$ cat config.mk
export PLATFORM = sky130hd
export DESIGN_NAME = dac_i2c_arbiter_flat
export DESIGN_NICKNAME = d
export VERILOG_FILES = /design/src/rtl/dac_i2c_arbiter_if.sv /design/src/rtl/dac_i2c_arbiter.sv /design/src/flat_wrapper.sv
export SDC_FILE = /design/constraint.sdc
export NUM_CORES = 1
export LEC_CHECK = 0
export CORE_MARGIN = 3
export CORE_UTILIZATION = 46
export CTS_BUF_LIST = sky130_fd_sc_hd__clkbuf_4
export DETAILED_ROUTE_END_ITERATION = 8
export MAX_ROUTING_LAYER = met4
export PLACE_DENSITY = 0.9
export RECOVER_POWER = 25
export SYNTH_ARGS = -nofsm -noshare
export SYNTH_HDL_FRONTEND = slang
export SYNTH_SLANG_ARGS = --single-unit
$ cat constraint.sdc
create_clock -name Clock -period 2.3 [get_ports Clock]
set_input_delay 0.23 -clock Clock [delete_from_list [all_inputs] [get_ports Clock]]
set_output_delay 0.23 -clock Clock [all_outputs]
set_load 0.02 [all_outputs]
$ cat src/rtl/dac_i2c_arbiter_if.sv
// Requester-side bus of the DAC i2c arbiter: four level requests in, grant/done pulses
// and the completion status out.
interface dac_i2c_arbiter_if;
  logic [3:0]  Req;
  logic [3:0]  ReqRead;
  logic [27:0] ReqAddr;
  logic [63:0] ReqData;
  logic [3:0]  Grant;
  logic [3:0]  Done;
  logic [15:0] RdData;
  logic [1:0]  ErrOut;
  logic        Timeout;

  modport master (
    output Req, ReqRead, ReqAddr, ReqData,
    input  Grant, Done, RdData, ErrOut, Timeout
  );

  modport slave (
    input  Req, ReqRead, ReqAddr, ReqData,
    output Grant, Done, RdData, ErrOut, Timeout
  );
endinterface

$ cat src/rtl/dac_i2c_arbiter.sv
// Round-robin arbiter that shares one DAC i2c loader among four requesters.
// It issues one transaction at a time and recovers the loader when a read stalls.
module dac_i2c_arbiter #(
  parameter int WRWAIT  = 40000,
  parameter int RDTMO   = 65535,
  parameter int RSTWAIT = 2048
) (
  input  logic              Clock,
  input  logic              Reset,
  dac_i2c_arbiter_if.slave  bus,
  output logic              o_Busy,
  output logic              o_DacStrobe,
  output logic              o_DacRead,
  output logic [15:0]       o_DacReg,
  output logic [6:0]        o_DacAddr,
  output logic              o_DacRstCmd,
  input  logic              i_DacStrobeOut,
  input  logic [15:0]       i_DacRegOut,
  input  logic [1:0]        i_DacError
);

  typedef enum logic [5:0] {
    S_IDLE    = 6'b000001,
    S_ISSUE   = 6'b000010,
    S_WAITW   = 6'b000100,
    S_WAITR   = 6'b001000,
    S_RECOVER = 6'b010000,
    S_FIN     = 6'b100000
  } state_t;

  localparam logic [16:0] CNT_MAX = '1;
  localparam logic [16:0] WR_END  = 17'(WRWAIT - 1);
  localparam logic [16:0] TMO_END = 17'(RDTMO - 1);
  localparam logic [16:0] RST_END = 17'(RSTWAIT - 1);

  state_t r_State, w_Next;

  logic [1:0]       r_Ptr, r_Gnt, w_Sel;
  logic             r_Op;
  logic [6:0]       r_Addr;
  logic [15:0]      r_Data, r_RdCap, r_RdData;
  logic [16:0]      r_Cnt;
  logic             r_SawLow, r_Tmo;
  logic [3:0]       r_Grant, r_Done;
  logic [1:0]       r_ErrOut;
  logic             r_Timeout, r_DacStrobe, r_DacRead, r_DacRstCmd;
  logic             w_Any, w_RdCmpl;
  logic [3:0][6:0]  w_Addrs;
  logic [3:0][15:0] w_Datas;

  assign w_Addrs  = bus.ReqAddr;
  assign w_Datas  = bus.ReqData;
  assign w_Any    = |bus.Req;
  // A high strobe only counts once a low has been seen since Issue.
  assign w_RdCmpl = i_DacStrobeOut && r_SawLow;

  // First active request at or after Ptr, searching upward with wrap.
  always_comb begin
    w_Sel = '0;
    for (int k = 3; k >= 0; k--)
      if (bus.Req[r_Ptr + 2'(k)]) w_Sel = r_Ptr + 2'(k);
  end

  always_ff @(posedge Clock) begin
    if (Reset) r_State <= S_IDLE;
    else       r_State <= w_Next;
  end

  always_comb begin
    w_Next = r_State;
    case (r_State)
      S_IDLE:    if (w_Any) w_Next = S_ISSUE;
      S_ISSUE:   w_Next = r_Op ? S_WAITR : S_WAITW;
      S_WAITW:   if (r_Cnt == WR_END) w_Next = S_FIN;
      S_WAITR:   if (w_RdCmpl) w_Next = S_FIN;
                 else if (r_Cnt == TMO_END) w_Next = S_RECOVER;
      S_RECOVER: if (r_Cnt == RST_END) w_Next = S_FIN;
      S_FIN:     w_Next = S_IDLE;
      default:   w_Next = S_IDLE;
    endcase
  end

  always_ff @(posedge Clock) begin
    if (Reset) begin
      r_Ptr       <= '0;
      r_Gnt       <= '0;
      r_Op        <= 1'b0;
      r_Addr      <= '0;
      r_Data      <= '0;
      r_RdCap     <= '0;
      r_RdData    <= '0;
      r_Cnt       <= '0;
      r_SawLow    <= 1'b0;
      r_Tmo       <= 1'b0;
      r_Grant     <= '0;
      r_Done      <= '0;
      r_ErrOut    <= '0;
      r_Timeout   <= 1'b0;
      r_DacStrobe <= 1'b0;
      r_DacRead   <= 1'b0;
      r_DacRstCmd <= 1'b0;
    end else begin
      r_Grant     <= '0;
      r_Done      <= '0;
      r_DacStrobe <= 1'b0;
      r_DacRead   <= 1'b0;
      r_DacRstCmd <= 1'b0;
      if (r_Cnt != CNT_MAX) r_Cnt <= r_Cnt + 17'd1;
      case (r_State)
        S_IDLE: if (w_Any) begin
          r_Gnt   <= w_Sel;
          r_Grant <= 4'b0001 << w_Sel;
          r_Op    <= bus.ReqRead[w_Sel];
          r_Addr  <= w_Addrs[w_Sel];
          r_Data  <= w_Datas[w_Sel];
        end
        S_ISSUE: begin
          r_DacRead   <= r_Op;
          r_DacStrobe <= !r_Op;
          r_Cnt       <= '0;
          r_SawLow    <= 1'b0;
          r_Tmo       <= 1'b0;
        end
        S_WAITR: begin
          if (!i_DacStrobeOut) r_SawLow <= 1'b1;
          if (w_RdCmpl) r_RdCap <= i_DacRegOut;
          else if (r_Cnt == TMO_END) begin
            r_Tmo       <= 1'b1;
            r_Cnt       <= '0;
            r_DacRstCmd <= 1'b1;
          end
        end
        S_FIN: begin
          r_Done    <= 4'b0001 << r_Gnt;
          r_ErrOut  <= r_Tmo ? 2'b00 : i_DacError;
          r_Timeout <= r_Tmo;
          r_Ptr     <= r_Gnt + 2'd1;
          if (r_Op && !r_Tmo) r_RdData <= r_RdCap;
        end
        default: ;
      endcase
    end
  end

  assign bus.Grant   = r_Grant;
  assign bus.Done    = r_Done;
  assign bus.RdData  = r_RdData;
  assign bus.ErrOut  = r_ErrOut;
  assign bus.Timeout = r_Timeout;
  assign o_Busy      = (r_State != S_IDLE);
  assign o_DacStrobe = r_DacStrobe;
  assign o_DacRead   = r_DacRead;
  assign o_DacReg    = r_Data;
  assign o_DacAddr   = r_Addr;
  assign o_DacRstCmd = r_DacRstCmd;

endmodule

$ cat src/flat_wrapper.sv
// flat-port wrapper written by rule: the top's interface ports become plain ports
module dac_i2c_arbiter_flat 
#(
  parameter int WRWAIT  = 40000,
  parameter int RDTMO   = 65535,
  parameter int RSTWAIT = 2048
)
  (Clock, Reset, o_Busy, o_DacStrobe, o_DacRead, o_DacReg, o_DacAddr, o_DacRstCmd, i_DacStrobeOut, i_DacRegOut, i_DacError, bus_Req, bus_ReqRead, bus_ReqAddr, bus_ReqData, bus_Grant, bus_Done, bus_RdData, bus_ErrOut, bus_Timeout);
  dac_i2c_arbiter_if bus_i ();
  input  logic Clock;
  input  logic Reset;
  output logic o_Busy;
  output logic o_DacStrobe;
  output logic o_DacRead;
  output logic [15:0] o_DacReg;
  output logic [6:0] o_DacAddr;
  output logic o_DacRstCmd;
  input  logic i_DacStrobeOut;
  input  logic [15:0] i_DacRegOut;
  input  logic [1:0] i_DacError;
  input wire logic [$bits(bus_i.Req)-1:0] bus_Req;
  input wire logic [$bits(bus_i.ReqRead)-1:0] bus_ReqRead;
  input wire logic [$bits(bus_i.ReqAddr)-1:0] bus_ReqAddr;
  input wire logic [$bits(bus_i.ReqData)-1:0] bus_ReqData;
  output wire logic [$bits(bus_i.Grant)-1:0] bus_Grant;
  output wire logic [$bits(bus_i.Done)-1:0] bus_Done;
  output wire logic [$bits(bus_i.RdData)-1:0] bus_RdData;
  output wire logic [$bits(bus_i.ErrOut)-1:0] bus_ErrOut;
  output wire logic [$bits(bus_i.Timeout)-1:0] bus_Timeout;
  assign bus_i.Req = bus_Req;
  assign bus_i.ReqRead = bus_ReqRead;
  assign bus_i.ReqAddr = bus_ReqAddr;
  assign bus_i.ReqData = bus_ReqData;
  assign bus_Grant = bus_i.Grant;
  assign bus_Done = bus_i.Done;
  assign bus_RdData = bus_i.RdData;
  assign bus_ErrOut = bus_i.ErrOut;
  assign bus_Timeout = bus_i.Timeout;
  dac_i2c_arbiter #(.WRWAIT(WRWAIT), .RDTMO(RDTMO), .RSTWAIT(RSTWAIT)) u_core (.Clock(Clock), .Reset(Reset), .bus(bus_i), .o_Busy(o_Busy), .o_DacStrobe(o_DacStrobe), .o_DacRead(o_DacRead), .o_DacReg(o_DacReg), .o_DacAddr(o_DacAddr), .o_DacRstCmd(o_DacRstCmd), .i_DacStrobeOut(i_DacStrobeOut), .i_DacRegOut(i_DacRegOut), .i_DacError(i_DacError));
endmodule
==> impl_metrics.yaml <==
power_and_ir_drop:
  p_comb_share_pct: 22.9
  sw_frac_of_total_pct: 29.7
  max-vdd-ir-drop_v: 0.000307
  switching_power_mw: 1.06
  pwr-share-clk_pct: 24.6
  power.density_nw_per_um2: 534
  cellLeakagePower_nw: 2.43
  p_int_mw: 2.50
  power_frac_seq_pct: 52.5
logic_synthesis:
  synth_cell_types: 54
  syn-cell-area_sq_um: 4660
  postSynthCellCount: 495
  synth_edf_count: 0
  syn_nets: 618
  synth_top_flop_cell: "dfxtp_1"
  ys_ff_latch: 99
  yosysSeqAreaShare_pct: 42.5
  async_flop_share_pct: 0
  yosys_warnings: 0
  avgSynthCellArea_sq_um: 9.42
worst_setup_path:
  critPathSlowestCell: "clkdlybuf4s50_1"
  start_kind: "flip-flop"
  critPathMaxFanout: 8
  crit_family: "buffers and inverters"
  critPathRequiredTime_ps: 2070
  slowest_delay_ps: 580
  timing.critical_path.buf_inv: 1
  critical_path_class: "reg2out"
  crit_arrival_ps: 1900
  endpoint_kind: "output port"
  crit_chain: "nor4_4, nand2_2, clkdlybuf4s50_1"
timing:
  rsz0062_at_grt: "no"
  fin_skew_ps: 23.7
  report.final.slew_viol_count: 0
  fin_ws_ps: 173
  period_minus_slack_ps: 2130
  tightest_slew_ps: 711
  fmax_mhz: 470
  relSlewSlack_pct: 52.5
  setup-violations-final: 0
  setup_tns_ps: 0
  post-route-period-util_pct: 92.5
  hold_viol_final: 0
route:
  vias: 4341
  vias_per_cell: 5.40
  drt_iter0_drc: 233
  first_pass_iters: 4
  avgRoutedWirePerCell_um: 17.1
  ant_nets: 0
  drc: 0
  drt_wl_total_mm: 13.7
clocking:
  cts.sinks: 99
  cts_tree: "built"
  cts_root_buf: "clkbuf_4"
  cts_max_level: 3
  clock_path_buffers: 2
  insertion_delay_ps: 450
  numCtsBuffers: 9
  path_clk_slew_ps: 150
  cts_hold_buf: 0
die:
  io_pins: 175
  num_rows: 36
  die_height_um: 107
  coreArea_sq_um: 9820
  die_w_um: 107
  start_util_pct: 47.5
  die_area_sq_um: 11400
layout:
  stdcell_count: 804
  fin_area_sq_um: 6670
  layout-drive-gt1-share_pct: 9.09
  num-fill-cells: 740
  n_antenna_cell: 0
  area_delta_synth_final_pct: 43.1
  nets: 789
run_status:
  status: "completed"
global_routing:
  grt_pass1_vias: 4246
  grt_use_total_pct: 24.5
  grt_pass1_wl_mm: 21.6
  grt_antenna_before_repair: 0
  overflow: 0
  grt_max_degree: 31
run:
  maxCapViolCount: 0
hold_path:
  hp-class: "in2reg"
placed_design:
  dpl_cell_area_sq_um: 6560
  gp_congestion: 0.900
  dp_slack_ps: 129
  hpwl_mm: 10.6
  placedCellCount: 787
  port_buffers: 174
## state kept, by name (all words and copies together), names as in the netlist
register            cells
u_core.bus.ErrOut       2
u_core.r_Tmo            1
u_core.r_Op             1
u_core.r_RdCap         16
u_core.o_DacStrobe      1
u_core.r_Cnt           17
u_core.r_SawLow         1
u_core.bus.Done         4
u_core.o_DacRead        1
u_core.bus.Grant        4
u_core.r_Ptr            2
u_core.o_DacRstCmd      1
u_core.bus.RdData      16
u_core.o_DacReg        16
u_core.r_Gnt            2
u_core.r_State          6
u_core.bus.Timeout      1
u_core.o_DacAddr        7
## final timing paths
kind         slack [ps]               start  cells after the start                     to
max reg2reg         220   u_core.r_State[4]                      6    u_core.o_DacAddr[1]
min                 130               Reset                      2        u_core.r_SawLow
min reg2reg         440  u_core.r_RdCap[15]                      2  u_core.bus.RdData[15]
max                 170   u_core.r_State[4]                      3                 o_Busy
## logic make-up after synthesis
family                   after synthesis  share of synthesized area [%]
XOR/XNOR                              12                           2.25
flip-flops                            99                           42.5
AND/OR/NAND/NOR                      204                           22.3
multiplexers                          68                           14.6
buffers and inverters                 35                           4.54
AO/OA/AOI/OAI                         75                           13.3
adder cells (fa/ha/maj)                2                          0.537
## metal layers
metal	GRT usage, %	vias up	wire length (um)
li1	-	2111	-
met1	26.3	2031	5270
met2	41.6	160	6970
met3	7.16	39	964
met4	11.5	0	532
met5	-	-	0
## power by group through the flow
stage	registers (mW)	clock network [mW]	logic, mW
6_report	1.87	0.876	0.817
5_1_grt	1.88	0.973	0.866
4_1_cts	1.87	0.905	0.843
3_5_place_dp	1.90	0	0.841
3_3_place_gp	1.90	0	0.820
2_1_floorplan	1.96	0	0.345
## synth_stat cells, types with 6 or more instances
library cell / number / area (sq um)
dfxtp_1: 99 / 1980
nand2_1: 69 / 259
mux2i_1: 68 / 681
nor2_1: 61 / 229
a21oi_1: 34 / 170
o221ai_2: 18 / 270
nand3_1: 11 / 55.1
buf_2: 9 / 45.0
nor3_1: 9 / 45.0
clkbuf_1: 8 / 30.0
and3_1: 7 / 43.8
inv_1: 6 / 22.5
nand2b_1: 6 / 37.5
o221ai_1: 6 / 52.6
xnor2_1: 6 / 52.6
xor2_1: 6 / 52.6
## cell type report
type / count / area (sq um) / area share [%]
clock inverter: 6 / 56.3 / 0.844
sequential: 99 / 1980 / 29.7
multi-input combinational: 361 / 2470 / 37.0
timing repair buffer: 189 / 1900 / 28.5
clock buffer: 10 / 75.1 / 1.13
inverter: 6 / 22.5 / 0.338
tap: 133 / 166 / 2.49
## what timing repair did
item                                    in CTS  in global routing
endpoints found under the setup margin       0                  1
setup buffers                                0                  1
endpoints found under the hold margin        0                  0
resized for setup                            0                  0
## cells in the final DEF, fill, tap and decap left out, types with 7 or more instances in the layout
cell type,count
a21oi_1,34
and3_1,7
buf_4,10
clkbuf_4,11
clkdlybuf4s50_1,153
dfxtp_1,99
dlygate4sd3_1,20
mux2i_1,68
nand2_1,69
nand3_1,11
nor2_1,61
nor3_1,10
o221ai_2,18
## through the flow
stage               total power, mW  hold slack, ps  utilization, %
finish                         3.56             129            67.9
floorplan                      2.31             377               -
CTS                            3.62             111            68.2
global placement               2.72             436            66.8
global route                   3.72            95.5            67.9
detailed placement             2.75             442            66.8
Power figures use the tool's default switching activity.
